## config.mk

```make
export PLATFORM = sky130hd
export DESIGN_NAME = fp_multiplier
export DESIGN_NICKNAME = d
export VERILOG_FILES = /design/src/rtl/fp_multiplier.sv
export SDC_FILE = /design/constraint.sdc
export NUM_CORES = 1
export LEC_CHECK = 0
export BUFFER_PORTS_ARGS = -buffer_cell sky130_fd_sc_hd__buf_2
export CAP_MARGIN = 25
export CELL_PAD_IN_SITES_DETAIL_PLACEMENT = 1
export CELL_PAD_IN_SITES_GLOBAL_PLACEMENT = 2
export CORE_ASPECT_RATIO = 1.2
export CORE_MARGIN = 2
export CORE_UTILIZATION = 30
export CTS_CLUSTER_SIZE = 8
export DETAILED_ROUTE_END_ITERATION = 6
export GPL_ROUTABILITY_DRIVEN = 0
export PLACE_DENSITY = 0.8
export SYNTH_ARGS = -nofsm -noshare
export SYNTH_HDL_FRONTEND = slang
export SYNTH_SLANG_ARGS = --single-unit
```

## constraint.sdc

```tcl
create_clock -name clk -period 4.4 [get_ports clk]
set_input_delay 1.1 -clock clk [delete_from_list [all_inputs] [get_ports clk]]
set_output_delay 1.1 -clock clk [all_outputs]
set_load 0.1 [all_outputs]
```

## src/rtl/fp_multiplier.sv

```systemverilog
// Sequential IEEE-754 single-precision multiplier with an iterative shift-add mantissa datapath.
// Define FP_MUL_RNE_EN for round-to-nearest-even; the default build truncates toward zero.
module fp_multiplier #(
  parameter int BITS_PER_CYCLE = 1
) (
  input  logic        clk,
  input  logic        reset,
  input  logic        load,
  input  logic [31:0] Number1,
  input  logic [31:0] Number2,
  input  logic        result_ack,
  output logic [31:0] Result,
  output logic        result_ready,
  output logic        busy
);

  localparam int K = 24 / BITS_PER_CYCLE;

  typedef enum logic [2:0] {
    S_IDLE   = 3'd0,
    S_UNPACK = 3'd1,
    S_MULT   = 3'd2,
    S_NORM   = 3'd3,
    S_DONE   = 3'd4
  } state_t;

  state_t             state_q,  state_d;
  logic [31:0]        op_a_q,   op_a_d;
  logic [31:0]        op_b_q,   op_b_d;
  logic               sign_q,   sign_d;
  logic signed [9:0]  exp_q,    exp_d;
  logic               nan_q,    nan_d;
  logic               inf_q,    inf_d;
  logic               zero_q,   zero_d;
  logic [47:0]        mcand_q,  mcand_d;
  logic [23:0]        mplier_q, mplier_d;
  logic [47:0]        acc_q,    acc_d;
  logic [4:0]         cnt_q,    cnt_d;
  logic [31:0]        result_q, result_d;
  logic               ready_q,  ready_d;
  logic               busy_q,   busy_d;

  logic [47:0]        pp_s;
  logic [22:0]        mant_s;
  logic signed [9:0]  norm_exp_s;
  logic [31:0]        prod_s;
  logic               a_zero_s, b_zero_s, a_inf_s, b_inf_s;

  assign Result       = result_q;
  assign result_ready = ready_q;
  assign busy         = busy_q;

  assign a_zero_s = (op_a_q[30:23] == 8'h00);
  assign b_zero_s = (op_b_q[30:23] == 8'h00);
  assign a_inf_s  = (op_a_q[30:23] == 8'hFF);
  assign b_inf_s  = (op_b_q[30:23] == 8'hFF);

  // Partial products for the BITS_PER_CYCLE low multiplier bits of this iteration.
  always_comb begin
    pp_s = 48'h0;
    for (int j = 0; j < BITS_PER_CYCLE; j++) begin
      if (mplier_q[j]) begin
        pp_s = pp_s + (mcand_q << j);
      end else begin
        pp_s = pp_s;
      end
    end
  end

`ifdef FP_MUL_RNE_EN
  logic        guard_s;
  logic        sticky_s;
  logic        round_up_s;
  logic [23:0] rounded_s;

  // Normalise, then round to nearest even; a carry-out bumps the exponent.
  always_comb begin
    if (acc_q[47]) begin
      mant_s     = acc_q[46:24];
      guard_s    = acc_q[23];
      sticky_s   = |acc_q[22:0];
      norm_exp_s = exp_q + 10'sd1;
    end else begin
      mant_s     = acc_q[45:23];
      guard_s    = acc_q[22];
      sticky_s   = |acc_q[21:0];
      norm_exp_s = exp_q;
    end
    round_up_s = guard_s & (sticky_s | mant_s[0]);
    rounded_s  = {1'b0, mant_s} + {23'h0, round_up_s};
    if (rounded_s[23]) begin
      norm_exp_s = norm_exp_s + 10'sd1;
    end else begin
      norm_exp_s = norm_exp_s;
    end
    mant_s = rounded_s[22:0];
  end
`else
  logic unused_lsb_s;
  assign unused_lsb_s = ^acc_q[22:0];

  // Normalise with truncation toward zero.
  always_comb begin
    if (acc_q[47]) begin
      mant_s     = acc_q[46:24];
      norm_exp_s = exp_q + 10'sd1;
    end else begin
      mant_s     = acc_q[45:23];
      norm_exp_s = exp_q;
    end
  end
`endif

  // Special operands take priority over the range checks on the computed exponent.
  always_comb begin
    if (nan_q) begin
      prod_s = 32'h7FC0_0000;
    end else if (inf_q) begin
      prod_s = {sign_q, 8'hFF, 23'h0};
    end else if (zero_q) begin
      prod_s = {sign_q, 31'h0};
    end else if (norm_exp_s >= 10'sd255) begin
      prod_s = {sign_q, 8'hFF, 23'h0};
    end else if (norm_exp_s <= 10'sd0) begin
      prod_s = {sign_q, 31'h0};
    end else begin
      prod_s = {sign_q, norm_exp_s[7:0], mant_s};
    end
  end

  // Next-state and datapath control.
  always_comb begin
    state_d  = state_q;
    op_a_d   = op_a_q;
    op_b_d   = op_b_q;
    sign_d   = sign_q;
    exp_d    = exp_q;
    nan_d    = nan_q;
    inf_d    = inf_q;
    zero_d   = zero_q;
    mcand_d  = mcand_q;
    mplier_d = mplier_q;
    acc_d    = acc_q;
    cnt_d    = cnt_q;
    result_d = result_q;
    case (state_q)
      S_IDLE: begin
        if (load) begin
          op_a_d  = Number1;
          op_b_d  = Number2;
          state_d = S_UNPACK;
        end else begin
          state_d = S_IDLE;
        end
      end
      S_UNPACK: begin
        sign_d   = op_a_q[31] ^ op_b_q[31];
        exp_d    = $signed({2'b00, op_a_q[30:23]}) + $signed({2'b00, op_b_q[30:23]}) - 10'sd127;
        nan_d    = (a_inf_s & b_zero_s) | (b_inf_s & a_zero_s);
        inf_d    = a_inf_s | b_inf_s;
        zero_d   = a_zero_s | b_zero_s;
        mcand_d  = {24'h0, ~a_zero_s, op_a_q[22:0]};
        mplier_d = {~b_zero_s, op_b_q[22:0]};
        acc_d    = 48'h0;
        cnt_d    = 5'd0;
        state_d  = S_MULT;
      end
      S_MULT: begin
        acc_d    = acc_q + pp_s;
        mcand_d  = mcand_q << BITS_PER_CYCLE;
        mplier_d = mplier_q >> BITS_PER_CYCLE;
        cnt_d    = cnt_q + 5'd1;
        if (cnt_q == 5'(K - 1)) begin
          state_d = S_NORM;
        end else begin
          state_d = S_MULT;
        end
      end
      S_NORM: begin
        result_d = prod_s;
        state_d  = S_DONE;
      end
      S_DONE: begin
        if (result_ack) begin
          state_d = S_IDLE;
        end else begin
          state_d = S_DONE;
        end
      end
      default: begin
        state_d = S_IDLE;
      end
    endcase
    ready_d = (state_d == S_DONE);
    busy_d  = (state_d != S_IDLE);
  end

  // State and datapath registers with synchronous reset.
  always_ff @(posedge clk) begin
    if (reset) begin
      state_q  <= S_IDLE;
      op_a_q   <= 32'h0;
      op_b_q   <= 32'h0;
      sign_q   <= 1'b0;
      exp_q    <= 10'sd0;
      nan_q    <= 1'b0;
      inf_q    <= 1'b0;
      zero_q   <= 1'b0;
      mcand_q  <= 48'h0;
      mplier_q <= 24'h0;
      acc_q    <= 48'h0;
      cnt_q    <= 5'd0;
      result_q <= 32'h0;
      ready_q  <= 1'b0;
      busy_q   <= 1'b0;
    end else begin
      state_q  <= state_d;
      op_a_q   <= op_a_d;
      op_b_q   <= op_b_d;
      sign_q   <= sign_d;
      exp_q    <= exp_d;
      nan_q    <= nan_d;
      inf_q    <= inf_d;
      zero_q   <= zero_d;
      mcand_q  <= mcand_d;
      mplier_q <= mplier_d;
      acc_q    <= acc_d;
      cnt_q    <= cnt_d;
      result_q <= result_d;
      ready_q  <= ready_d;
      busy_q   <= busy_d;
    end
  end

endmodule

```

==> run summary <==
OUTCOME
-------------------------------------------------------------------------------------------------
Run status                                                                           finished clean

CLOCK TREE
-------------------------------------------------------------------------------------------------
Register clock-pin slew on the reported worst setup and hold paths                        0.05 ns
Post-CTS Resized                                                                                0
Clock Latency Late Sink                                                                   0.52 ns
Clock root buffer master                                                                clkbuf_16
# H-tree levels                                                                                 2
CTS buffer count                                                                               36
Clock sink count                                                                              240
CTS tree                                                                                      yes
Buffer count from post-CTS setup fixing                                                         0
Number of buffers between clock root and the deepest sink                                       3
# hold bufs at CTS                                                                              0

PLACED DESIGN
-------------------------------------------------------------------------------------------------
DP HPWL                                                                                  24.52 mm
Total placed cells including tap cells                                                       2115
Total of buffers placed on input and output ports                                             101
Pre-CTS setup slack                                                                     0.8477 ns

CELLS AND AREA
-------------------------------------------------------------------------------------------------
Ant diodes                                                                                      0
Multi-input gate area                                                                   7152 um^2
Layout overhead on the synthesized area                                                    14.86%
Count of non-filler cells in the finished layout                                             2157
Filler Cell Count                                                                            4941
Nets                                                                                         1748
Sequential cell area                                                                    4806 um^2
Share of cells above drive strength 1                                                      11.12%
Utilization of the core after routing                                                      35.02%

CRITICAL PATH
-------------------------------------------------------------------------------------------------
Critical path startpoint category                                                            flop
Critical path data required time                                                          4.77 ns
Critical path buffer and inverter count                                                         1
Crit Path Class                                                                      flop to flop
Beginning of the worst register-to-register path                                     mplier_q[0]$_SDFFE_PP0P_
Top cell family by delay on the critical path                                        compound AO/OA/AOI/OAI gates
Arrival time worst endpoint                                                               3.93 ns
Critical Path Slowest Stage Cell                                                        a2111oi_1
Worst Path Max Fanout                                                                          36
Length in cells of the worst reg-to-reg path                                                   12
Endpoint of the most critical register-to-register path                              acc_q[43]$_SDFFE_PP0P_
Worst setup path startpoint                                                          mplier_q[0]$_SDFFE_PP0P_
Number of logic stages on the critical path including buffering                                12
Crit-path cells                                                                      buf_4, and2_1, ha_1, a21oi_1, o21ai_0, a2111oi_1, nor2b_1, a221oi_1, nand2b_1, a21oi_1, xor2_1, o21ai_0
Maximum single-stage delay on the critical path                                           0.54 ns
Capturing element of the worst setup path                                            acc_q[43]$_SDFFE_PP0P_
Register-to-register setup slack                                                          0.84 ns
Critical path endpoint category                                                              flop

DIE
-------------------------------------------------------------------------------------------------
Ports placed on the boundary                                                                  102
Starting utilization of the core area                                                      30.49%
Row Count                                                                                      81
Die extent in y                                                                          227.2 um
X dimension of the die                                                                   190.0 um
Placeable Area                                                                         40840 um^2
Total Die Area                                                                         43160 um^2

GRT
-------------------------------------------------------------------------------------------------
Global route overflow                                                                           0
Wire length of the first global-routing pass                                             58.58 mm
Antenna violations before repair                                                                0
Number of global-route vias before repair                                                   11631
Maximum number of pins on one net before global-route repair                                   81
GRT Overall Usage                                                                          16.45%

ROUTE
-------------------------------------------------------------------------------------------------
Number of vias per cell after detailed routing                                              5.165
Wire per inst                                                                            16.30 um
Wirelength, routed                                                                       35.16 mm
DRC violations left                                                                             0
Total number of vias                                                                        11141
DRT iter0 DRCs                                                                                420
First-pass iteration count of the detailed router                                               4
Number of nets with antenna violations after routing                                            0

POWER AND IR DROP
-------------------------------------------------------------------------------------------------
PwrDens                                                                              361.4 nW/um^2
Leakage                                                                                  5.505 nW
Sequential group share of total power                                                       44.6%
IR drop worst, VDD                                                                    0.0002442 V
Cell Int Power                                                                           3.830 mW
Switching component of the power                                                         1.339 mW
Gate power share                                                                             8.5%
Switching share of power                                                                   25.90%
Clk pwr share                                                                               46.9%

STA
-------------------------------------------------------------------------------------------------
Sum Neg Setup Slack                                                                          0 ns
Least setup slack across all paths after layout                                         0.8373 ns
Achievable clock frequency                                                             0.2807 GHz
Hold_ws                                                                                 0.4458 ns
Min Clock Period, post-route                                                             3.563 ns
Headroom to the max-slew limit                                                             42.89%
Final Cycle Share                                                                          80.97%
Final setup viols                                                                               0
Count of pins over their slew limit                                                             0
Unrepaired setup endpoints after global routing                                                no
Final hold vios                                                                                 0
Least-Margin Pin Slew                                                                   0.8566 ns
Worst-case clock skew                                                                  0.01669 ns

SYNTH
-------------------------------------------------------------------------------------------------
Biggest area contributors in the synthesized netlist                                 dfxtp_1 39%, nand2_1 8.7%, a21oi_1 7.8%
Number of synthesized register bits                                                           240
Synth Area per Inst                                                                    7.946 um^2
Count of flip-flops with a built-in enable after synthesis                                      0
Leading post-synthesis cells by instance count                                       289 x nand2_1, 240 x dfxtp_1, 195 x a21oi_1
Fraction of synthesis flops using an asynchronous set or reset pin                             0%
Area share of the largest cell type after synthesis                                        38.59%
Most used flip-flop cell after synthesis                                                  dfxtp_1
Cell taking the most area after synthesis                                                 dfxtp_1
Number of warnings printed during yosys synthesis                                               0
Post-Syn Area                                                                          12450 um^2
Most frequently used cell type in the post-synthesis netlist                              nand2_1
Synthesized instance count                                                                   1567
Net count of the mapped netlist                                                              1701
Sequential share of the synthesized area                                                   38.59%
Number of distinct library cell variants in the gate-level netlist after synthesis             74

WORST HOLD PATH
-------------------------------------------------------------------------------------------------
Worst min-delay path category                                                        flop to flop

JOB
-------------------------------------------------------------------------------------------------
Max-capacitance violation count                                                                 0

==> per-layer routing <==
metal | global-route usage [%] | wire length (um)
met1 | 20.56 | 16410
met2 | 29.37 | 16920
met3 | 2.528 | 1161
met4 | 4.401 | 667
met5 | 0 | 0
==> registers in the layout (all words and copies together) (netlist names) <==
register      cells
acc_q            48
mcand_q          48
Result           32
op_a_q           32
op_b_q           32
mplier_q         24
exp_q            10
cnt_q             5
state_q           3
busy              1
inf_q             1
nan_q             1
result_ready      1
sign_q            1
zero_q            1
==> worst reg2reg max path: cells and delay by family (launching register included) <==
family	cells	cell delay, ns
buffers and inverters	1	0.40
adders and majority gates	1	0.29
and+or+nand+nor	3	0.44
xor gates and xnor gates	1	0.15
DFF	1	0.53
AOI/OAI and AO/OA	6	1.60
==> area by class of cell <==
class                   instances  area share, %
clock buffers                  39          6.377
clock inverters                 3         0.2275
inverters                      25         0.6561
multi-input cells            1194          50.00
flip-flops and latches        240          33.60
well taps                     539          4.715
repair buffers                117          4.418
==> per-stage QoR <==
stage,cell area (um^2),total power [mW]
global route,14300,5.409
floorplan,12450,2.638
detailed placement,13360,2.795
global placement,13360,2.785
finish,14300,5.168
CTS,14300,5.266
==> logic make-up (layout without fill, tap and decap cells) <==
kind of cell	Yosys count	after routing	share of synthesized area [%]
AND/OR/NAND/NOR	573	573	20.72
AO/OA/AOI/OAI	472	472	23.66
flip-flops	240	240	38.59
buffers and inverters	133	184	4.190
adder cells (fa/ha/maj)	66	66	6.752
XOR/XNOR	58	58	4.080
multiplexers	25	25	2.010
==> cells in the final DEF, fill, tap and decap left out, types with 32 or more instances in the layout <==
| master | synthesis | routed |
|---|---|---|
| nor2_1 | 110 | 109 |
| nand2_1 | 289 | 289 |
| and2_1 | 49 | 48 |
| clkbuf_16 | 0 | 36 |
| o21ai_0 | 76 | 76 |
| dfxtp_1 | 240 | 239 |
| buf_2 | 16 | 100 |
| a22oi_1 | 96 | 96 |
| a21oi_1 | 195 | 195 |
| xnor2_1 | 32 | 32 |
| ha_1 | 64 | 64 |
==> power groups by stage <==
| stage | Sequential (mW) | Combinational [mW] | Clock [mW] |
|---|---|---|---|
| 6_report | 2.31 | 0.438 | 2.42 |
| 5_1_grt | 2.31 | 0.497 | 2.60 |
| 4_1_cts | 2.31 | 0.448 | 2.51 |
| 3_5_place_dp | 2.35 | 0.445 | 0 |
| 3_3_place_gp | 2.35 | 0.437 | 0 |
| 2_1_floorplan | 2.35 | 0.290 | 0 |
==> how the worst min path moves through the flow <==
stage                            startpoint                       to  depth (start not counted)
floorplan            acc_q[19]$_SDFFE_PP0P_   acc_q[19]$_SDFFE_PP0P_                          2
global placement    Result[10]$_SDFFE_PP0N_  Result[10]$_SDFFE_PP0N_                          2
detailed placement  Result[13]$_SDFFE_PP0N_  Result[13]$_SDFFE_PP0N_                          2
CTS                 Result[31]$_SDFFE_PP0N_  Result[31]$_SDFFE_PP0N_                          2
global route         Result[8]$_SDFFE_PP0N_   Result[8]$_SDFFE_PP0N_                          2
finish              Result[17]$_SDFFE_PP0N_  Result[17]$_SDFFE_PP0N_                          2
(Power assumes the default switching activity.)
